==> config.mk <==
export PLATFORM = sky130hd
export DESIGN_NAME = uart_rx
export DESIGN_NICKNAME = d
export VERILOG_FILES = /design/src/rtl/uart_pkg.sv /design/src/rtl/sync_ff.sv /design/src/rtl/uart_rx.sv
export SDC_FILE = /design/constraint.sdc
export NUM_CORES = 1
export LEC_CHECK = 0
export CAP_MARGIN = 40
export CORE_MARGIN = 1
export CORE_UTILIZATION = 35
export CTS_CLUSTER_SIZE = 24
export DETAILED_ROUTE_END_ITERATION = 8
export DONT_BUFFER_PORTS = 1
export PLACE_DENSITY = 0.48
export SYNTH_ARGS = -nofsm -noshare
export SYNTH_HDL_FRONTEND = slang
export SYNTH_SLANG_ARGS = --single-unit
==> constraint.sdc <==
create_clock -name clk -period 2.15 [get_ports clk]
set_input_delay 0.3225 -clock clk [delete_from_list [all_inputs] [get_ports clk]]
set_output_delay 0.3225 -clock clk [all_outputs]
set_load 0.1 [all_outputs]
==> src/rtl/uart_pkg.sv <==
// Shared UART definitions: receiver state encoding, frame width and default bit period.
// The default bit period is 48 MHz / 38400 baud and is intended to be shared with a transmitter.
package uart_pkg;

  localparam int UART_DATA_BITS    = 8;
  localparam int UART_CLKS_PER_BIT = 1250;

  typedef enum logic [2:0] {
    ST_IDLE,
    ST_START,
    ST_DATA,
    ST_PARITY,
    ST_STOP,
    ST_BREAK
  } uart_rx_state_t;

endpackage

==> src/rtl/sync_ff.sv <==
// N-stage single-bit synchronizer for asynchronous inputs.
// All stages reset to RST_VAL so a quiet line stays quiet through reset.
module sync_ff #(
  parameter int   STAGES  = 2,
  parameter logic RST_VAL = 1'b0
) (
  input  logic clk,
  input  logic rst,
  input  logic d_i,
  output logic q_o
);

  logic [STAGES-1:0] sync_q;

  always_ff @(posedge clk) begin
    if (rst) begin
      sync_q <= {STAGES{RST_VAL}};
    end else begin
      sync_q <= {sync_q[STAGES-2:0], d_i};
    end
  end

  assign q_o = sync_q[STAGES-1];

endmodule

==> src/rtl/uart_rx.sv <==
// 8N1 UART receiver with mid-bit sampling, start-glitch rejection and break handling.
// Define UART_RX_PARITY_EN for 8E1 framing with a parity_err strobe.
module uart_rx
  import uart_pkg::*;
#(
  parameter int CLKS_PER_BIT = UART_CLKS_PER_BIT,
  parameter int SYNC_STAGES  = 2
) (
  input  logic                      clk,
  input  logic                      rst,
  input  logic                      rx,
  output logic [UART_DATA_BITS-1:0] data,
  output logic                      valid,
  output logic                      frame_err,
`ifdef UART_RX_PARITY_EN
  output logic                      parity_err,
`endif
  output logic                      busy
);

  localparam int CNT_W = $clog2(CLKS_PER_BIT);
  localparam int IDX_W = $clog2(UART_DATA_BITS);
  localparam logic [CNT_W-1:0] HALF_BIT = CNT_W'(CLKS_PER_BIT / 2 - 1);
  localparam logic [CNT_W-1:0] FULL_BIT = CNT_W'(CLKS_PER_BIT - 1);
  localparam logic [IDX_W-1:0] LAST_IDX = IDX_W'(UART_DATA_BITS - 1);

  logic rxs;

  sync_ff #(
    .STAGES  (SYNC_STAGES),
    .RST_VAL (1'b1)
  ) u_rx_sync (
    .clk (clk),
    .rst (rst),
    .d_i (rx),
    .q_o (rxs)
  );

  uart_rx_state_t            state_q, state_d;
  logic [CNT_W-1:0]          cnt_q, cnt_d;
  logic [IDX_W-1:0]          idx_q, idx_d;
  logic [UART_DATA_BITS-1:0] shift_q, shift_d;
  logic [UART_DATA_BITS-1:0] data_q, data_d;
  logic                      valid_q, valid_d;
  logic                      ferr_q, ferr_d;
  logic                      tick;
  logic                      par_bad;

`ifdef UART_RX_PARITY_EN
  logic par_q, par_d;
  logic perr_q, perr_d;

  // Even parity: data bits plus parity bit must XOR to zero.
  assign par_bad = ^{shift_q, par_q};
`else
  assign par_bad = 1'b0;
`endif

  assign tick = (cnt_q == '0);

  always_comb begin
    state_d = state_q;
    cnt_d   = cnt_q;
    idx_d   = idx_q;
    shift_d = shift_q;
    data_d  = data_q;
    valid_d = 1'b0;
    ferr_d  = 1'b0;
`ifdef UART_RX_PARITY_EN
    par_d   = par_q;
    perr_d  = 1'b0;
`endif
    case (state_q)
      ST_IDLE: begin
        if (!rxs) begin
          cnt_d   = HALF_BIT;
          state_d = ST_START;
        end
      end
      ST_START: begin
        if (!tick) begin
          cnt_d = cnt_q - CNT_W'(1);
        end else if (rxs) begin
          state_d = ST_IDLE;
        end else begin
          cnt_d   = FULL_BIT;
          idx_d   = '0;
          state_d = ST_DATA;
        end
      end
      ST_DATA: begin
        if (!tick) begin
          cnt_d = cnt_q - CNT_W'(1);
        end else begin
          shift_d = {rxs, shift_q[UART_DATA_BITS-1:1]};
          cnt_d   = FULL_BIT;
          idx_d   = idx_q + IDX_W'(1);
          if (idx_q == LAST_IDX) begin
`ifdef UART_RX_PARITY_EN
            state_d = ST_PARITY;
`else
            state_d = ST_STOP;
`endif
          end
        end
      end
      ST_PARITY: begin
`ifdef UART_RX_PARITY_EN
        if (!tick) begin
          cnt_d = cnt_q - CNT_W'(1);
        end else begin
          par_d   = rxs;
          cnt_d   = FULL_BIT;
          state_d = ST_STOP;
        end
`else
        state_d = ST_IDLE;
`endif
      end
      ST_STOP: begin
        if (!tick) begin
          cnt_d = cnt_q - CNT_W'(1);
        end else begin
          // Strobes are registered, so they appear the cycle after this sample.
          if (rxs && !par_bad) begin
            data_d  = shift_q;
            valid_d = 1'b1;
          end
          ferr_d  = !rxs;
`ifdef UART_RX_PARITY_EN
          perr_d  = par_bad;
`endif
          state_d = rxs ? ST_IDLE : ST_BREAK;
        end
      end
      ST_BREAK: begin
        if (rxs) begin
          state_d = ST_IDLE;
        end
      end
      default: state_d = ST_IDLE;
    endcase
  end

  always_ff @(posedge clk) begin
    if (rst) begin
      state_q <= ST_IDLE;
      cnt_q   <= '0;
      idx_q   <= '0;
      shift_q <= '0;
      data_q  <= '0;
      valid_q <= 1'b0;
      ferr_q  <= 1'b0;
`ifdef UART_RX_PARITY_EN
      par_q   <= 1'b0;
      perr_q  <= 1'b0;
`endif
    end else begin
      state_q <= state_d;
      cnt_q   <= cnt_d;
      idx_q   <= idx_d;
      shift_q <= shift_d;
      data_q  <= data_d;
      valid_q <= valid_d;
      ferr_q  <= ferr_d;
`ifdef UART_RX_PARITY_EN
      par_q   <= par_d;
      perr_q  <= perr_d;
`endif
    end
  end

  assign data      = data_q;
  assign valid     = valid_q;
  assign frame_err = ferr_q;
  assign busy      = (state_q != ST_IDLE);
`ifdef UART_RX_PARITY_EN
  assign parity_err = perr_q;
`endif

endmodule

-- Word level (Yosys, flattened, before mapping)
Index checks and enable logic that the tools add are counted.
- mux-type cells: 20
- $add $sub $neg: 2
- reductions and logical operators: 12
- equality and inequality tests: 14
- bitwise operators: 2
- operators by type and width (cell ; count):
    11-bit two-way mux ; 5
    11-bit one-hot mux with 4 select lines ; 1
    3-bit two-way mux ; 10
    3-bit one-hot mux with 5 select lines ; 1
    2-bit != test (second input constant) ; 7
    11-bit logical NOT ; 1
    11-bit by 1-bit subtractor with 11-bit output (second input constant) ; 1
    3-bit == test (second input constant) ; 3
    4-bit AND reduction ; 2
    3-bit one-hot mux with 2 select lines ; 1
    6-bit AND reduction ; 1
    4-bit nonzero test ; 1
    3-bit by 1-bit adder with 3-bit output (second input constant) ; 1
    3-bit by 1-bit == test with 1-bit output (second input constant) ; 1
    3-bit by 2-bit == test with 1-bit output (second input constant) ; 1
    3-bit logical NOT ; 1
    3-bit != test (second input constant) ; 1
    3-bit AND reduction ; 1
    3-bit nonzero test ; 1
    3-bit OR reduction ; 1
    2-bit two-way mux ; 1
    2-bit by 1-bit != test with 1-bit output (second input constant) ; 1
    1-bit inverter ; 2
    2-bit AND reduction ; 1
    3 further kinds ; 3
- bits in registers: 37
- output and inout port bits: 11

-- Logic depth before layout (Yosys ltp)
- depth in word-level cells: 4
- depth in mapped cells: 8
- mapped depth without buffers: 7

-- Modules after synthesis
Synthesis repeated with hierarchy kept, for this count alone.
- cell total of the unflattened synthesis: 195
- area, all modules: 1687.9 um2
- modules (own cells, without submodules) (module ; area an instance (um2) ; seq. area each (um2) ; times used ; cells an instance):
    uart_rx ; 1635.3 ; 700.7 ; 1 ; 191
    sync_ff ; 52.6 ; 40.0 ; 1 ; 4

-- Worst setup path after synthesis
No wires, ideal clock.
- path type: flip-flop to flip-flop
- start point: register cnt_q[0]
- end point: register cnt_q[0]
- path buffers: 0
- data arrival time: 2.240 ns
- stages on the path, launching flop included: 8
- clock period less this slack: 2.307 ns
- slack: -0.157 ns
- path through: dfxtp_1 > inv_1 > ha_1 > or4b_4 > or3_4 > or3_1 > a211o_1 > a21oi_2
- word-level cells in the longest chain between the ends: 3
- ends and longest elaborated chain (item ; line ; text):
    from (decl) ; uart_rx.sv:40 ; logic [CNT_W-1:0] cnt_q, cnt_d;
    from (signal assigned) ; uart_rx.sv:160 ; cnt_q <= cnt_d;
    11-bit by 1-bit subtractor with 11-bit output / 11-bit logical NOT (equally long branches) ; - ;
    11-bit two-way mux (tied with other cells) ; uart_rx.sv:121 ; if (!tick) begin
    11-bit one-hot mux with 4 select lines / 4-bit AND reduction (equally long branches) ; - ;
Parallel ways exist; a longest one is shown, timed or not. The select of a mux whose other input is x is not followed.
A chain may end at the register's enable or synchronous reset.

-- Final worst setup path
- start point: register cnt_q[1]
- end point: register cnt_q[0]
- word-level cells in the longest chain between the ends: 3
- ends and longest elaborated chain (item ; line ; text):
    11-bit logical NOT * ; uart_rx.sv:59 ; assign tick = (cnt_q == '0);
    3-bit != test (no source line) (tied with other cells) ; - ;
    4-bit AND reduction (no source line) / 11-bit one-hot mux with 4 select lines (equally long branches) ; - ;
Mark *: on every way between the ends. The rest lies on a longest branch, timed or not.

==> results.yml <==
run_status:
  status: "complete, no violations"
placed_design:
  post-place-ws_ns: -0.04233
  port_buffers: 0
  hpwl_mm: 2.782
  dp_cells: 280
  gp_congestion: 0.8930
route:
  drt-vias-per-instance: 5.345
  dr.first_iter.drc_count: 99
  ant_nets: 0
  wirelength_mm: 4.140
  wl_met1_mm: 1.935
  firstDrtPassIters: 4
  vias: 1550
  drc: 0
  top_layer_used: "met4"
  dr_wl_met3_um: 142
  routed-wl-met2_mm: 2.033
  drt-wirelength-per-cell_um: 14.28
finish:
  nets: 243
  num_antenna_cells: 0
  syn2layout_area_growth_pct: 27.95
  drive_above_1_share_pct: 28.57
  layout_commonest_cell: "dfxtp_1"
  stdcell_count: 290
  final_cell_mix: "35 x dfxtp_1, 31 x buf_4, 25 x nor2_1, 25 x a21oi_1, 23 x nand2_1"
worst_setup_path:
  timing.critical_path.mode_cell: "or3_4"
  path_class: "register to register"
  crit_chain: "inv_2 > ha_4 > or4b_4 > or3_4 > or3_4 > a211o_1 > a21oi_2"
  cp.required_ns: 2.37
  worstPathMaxFanout: 4
  crit_family: "simple AND/OR/NAND/NOR gates"
  setup.worst_path.end_class: "register"
  critPathLaunchType: "register"
  max_stage_delay_ns: 0.48
  crit_slowest_cell: "or4b_4"
  cp_num_buf_inv: 1
  critPathArrivalTime_ns: 2.37
synth:
  syn_nets: 215
  synth_edf_count: 0
  synthCells: 209
  ys_types: 36
  seq_area_frac_synth_pct: 43.66
  async_reset_ff_share_pct: 0
  synth_area_per_cell_um2: 8.118
  ys.flop_type: "dfxtp_1"
  synth_seq_cells: 37
  syn_area_um2: 1697
  synth_warnings: 0
clock_tree:
  cts_buffer_depth: 2
  path_clk_slew_ns: 0.07
  cts_tree: "built"
  cts_root_buf: "clkbuf_8"
  clock_sinks: 37
  numCtsBuffers: 5
  cts_max_level: 2
  clk-insertion-delay-late_ns: 0.29
floorplan:
  io_pins: 14
  dieHeight_um: 71.63
  coreArea_um2: 4504
  fp-row-count: 24
  dieArea_um2: 5130
  initial_core_util_pct: 37.67
  die_width_um: 71.63
worst_hold_path:
  min_path_type: "input port to register"
pwr:
  power_density_nw_per_um2: 714.4
  vdd_drop_max_mv: 0.3302
  finalPower_mw: 1.551
  leakage_nw: 0.8904
global_routing:
  overflow: 0
  grt_pass1_vias: 1568
  grt_first_pass_wirelength_mm: 7.182
  antenna_found_initial: 0
  grt_max_degree: 38
  track_usage_pct: 17.70
sta:
  fmax_mhz: 465.8
  setup_slack_ns: 0.003272
  fin_hold_ws_ns: 0.09164
  setup_viol: 0
  fin_crit_sh_pct: 99.85
  tightest_slew_ns: 0.4732
  finalMaxSlewViolations: 0
  relSlewSlack_pct: 68.34
  period_needed_ns: 2.147
  clock_skew_ns: 0.004016
  finalHoldViolCount: 0
  rsz0062_at_grt: "true"
flow_run:
  maxCapViolations: 0
==> area by class of cell <==
| cell class | count | area, um2 |
|---|---|---|
| clock buffers | 7 | 86.33 |
| clock inverters | 1 | 30.03 |
| fillers | 473 | 2333 |
| inverters | 3 | 11.26 |
| multi-input cells | 157 | 979.7 |
| flip-flops and latches | 37 | 743.2 |
| well taps | 52 | 65.06 |
| repair buffers | 33 | 255.2 |
==> stage by stage <==
step	utilization [%]	TNS [ns]	area, um2
final	48.19	0	2171
after CTS	46.78	0	2107
after global routing	48.19	-0.2412	2171
after detailed placement	43.33	-0.1068	1952
after floorplan	-	0	1702
after global placement	43.33	0	1952
==> what timing repair did <==
| action | in CTS | in global routing |
|---|---|---|
| setup buffers | 2 | 0 |
| endpoints found under the setup margin | 8 | 19 |
| pin swaps | 1 | 6 |
| resized for setup | 7 | 14 |
| hold buffers | 0 | 0 |
| hold endpoints to repair | 0 | 0 |
==> sequential cells by signal, summed over array words and instances, names as in the netlist <==
register          flops
state_q               3
cnt_q                11
frame_err             1
data                  8
shift_q               8
idx_q                 3
valid                 1
u_rx_sync.sync_q      2
==> metal layers <==
metal / track usage (%) / up-vias
met5: 0 / -
met4: 5.882 / 0
met3: 3.938 / 4
met2: 28.83 / 25
met1: 23.27 / 726
li1: - / 795
==> cells in the mapped netlist (all sizes together), types with 2 or more instances <==
library cell	instances	area, um2
a211o	3	27.53
o21ai	8	40.04
buf	2	10.01
nor3	9	45.04
nand4b	2	17.52
xnor2	2	17.52
nor2	25	93.84
nand2	24	90.09
o31ai	2	15.01
a21o	4	31.28
inv	3	11.26
nand3	10	50.05
mux2i	8	80.08
ha	3	37.54
dfxtp	37	740.7
or3	7	48.80
a21oi	31	158.9
nand2b	4	25.02
or2	3	18.77
clkbuf	10	37.54
==> power by group <==
group	leakage [nW]	switching [mW]	internal, mW
clock	0.0585	0.244	0.378
combinational	0.532	0.124	0.0980
sequential	0.300	0.0108	0.696
==> cell families after synthesis <==
kind of cell	after synthesis	synth area share, %
adders and majority gates	3	2.213
DFF	37	43.66
xor gates and xnor gates	2	1.033
and+or+nand+nor	90	25.96
AOI/OAI and AO/OA	54	18.95
buffers and inverters	15	3.466
muxes	8	4.720
==> path summary, 6_finish.rpt <==
kind	startpoint	slack [ns]	end	cells past startpoint
setup reg to reg	cnt_q[1]$_SDFFE_PP0P_	0.003	cnt_q[0]$_SDFFE_PP0P_	7
hold reg to reg	u_rx_sync.sync_q[0]$_SDFF_PP1_	0.42	u_rx_sync.sync_q[1]$_SDFF_PP1_	1
hold / removal	rst	0.09	cnt_q[0]$_SDFFE_PP0P_	1
setup / recovery	cnt_q[1]$_SDFFE_PP0P_	0.003	cnt_q[0]$_SDFFE_PP0P_	7
Note: power is estimated with default switching activity, not from simulation.
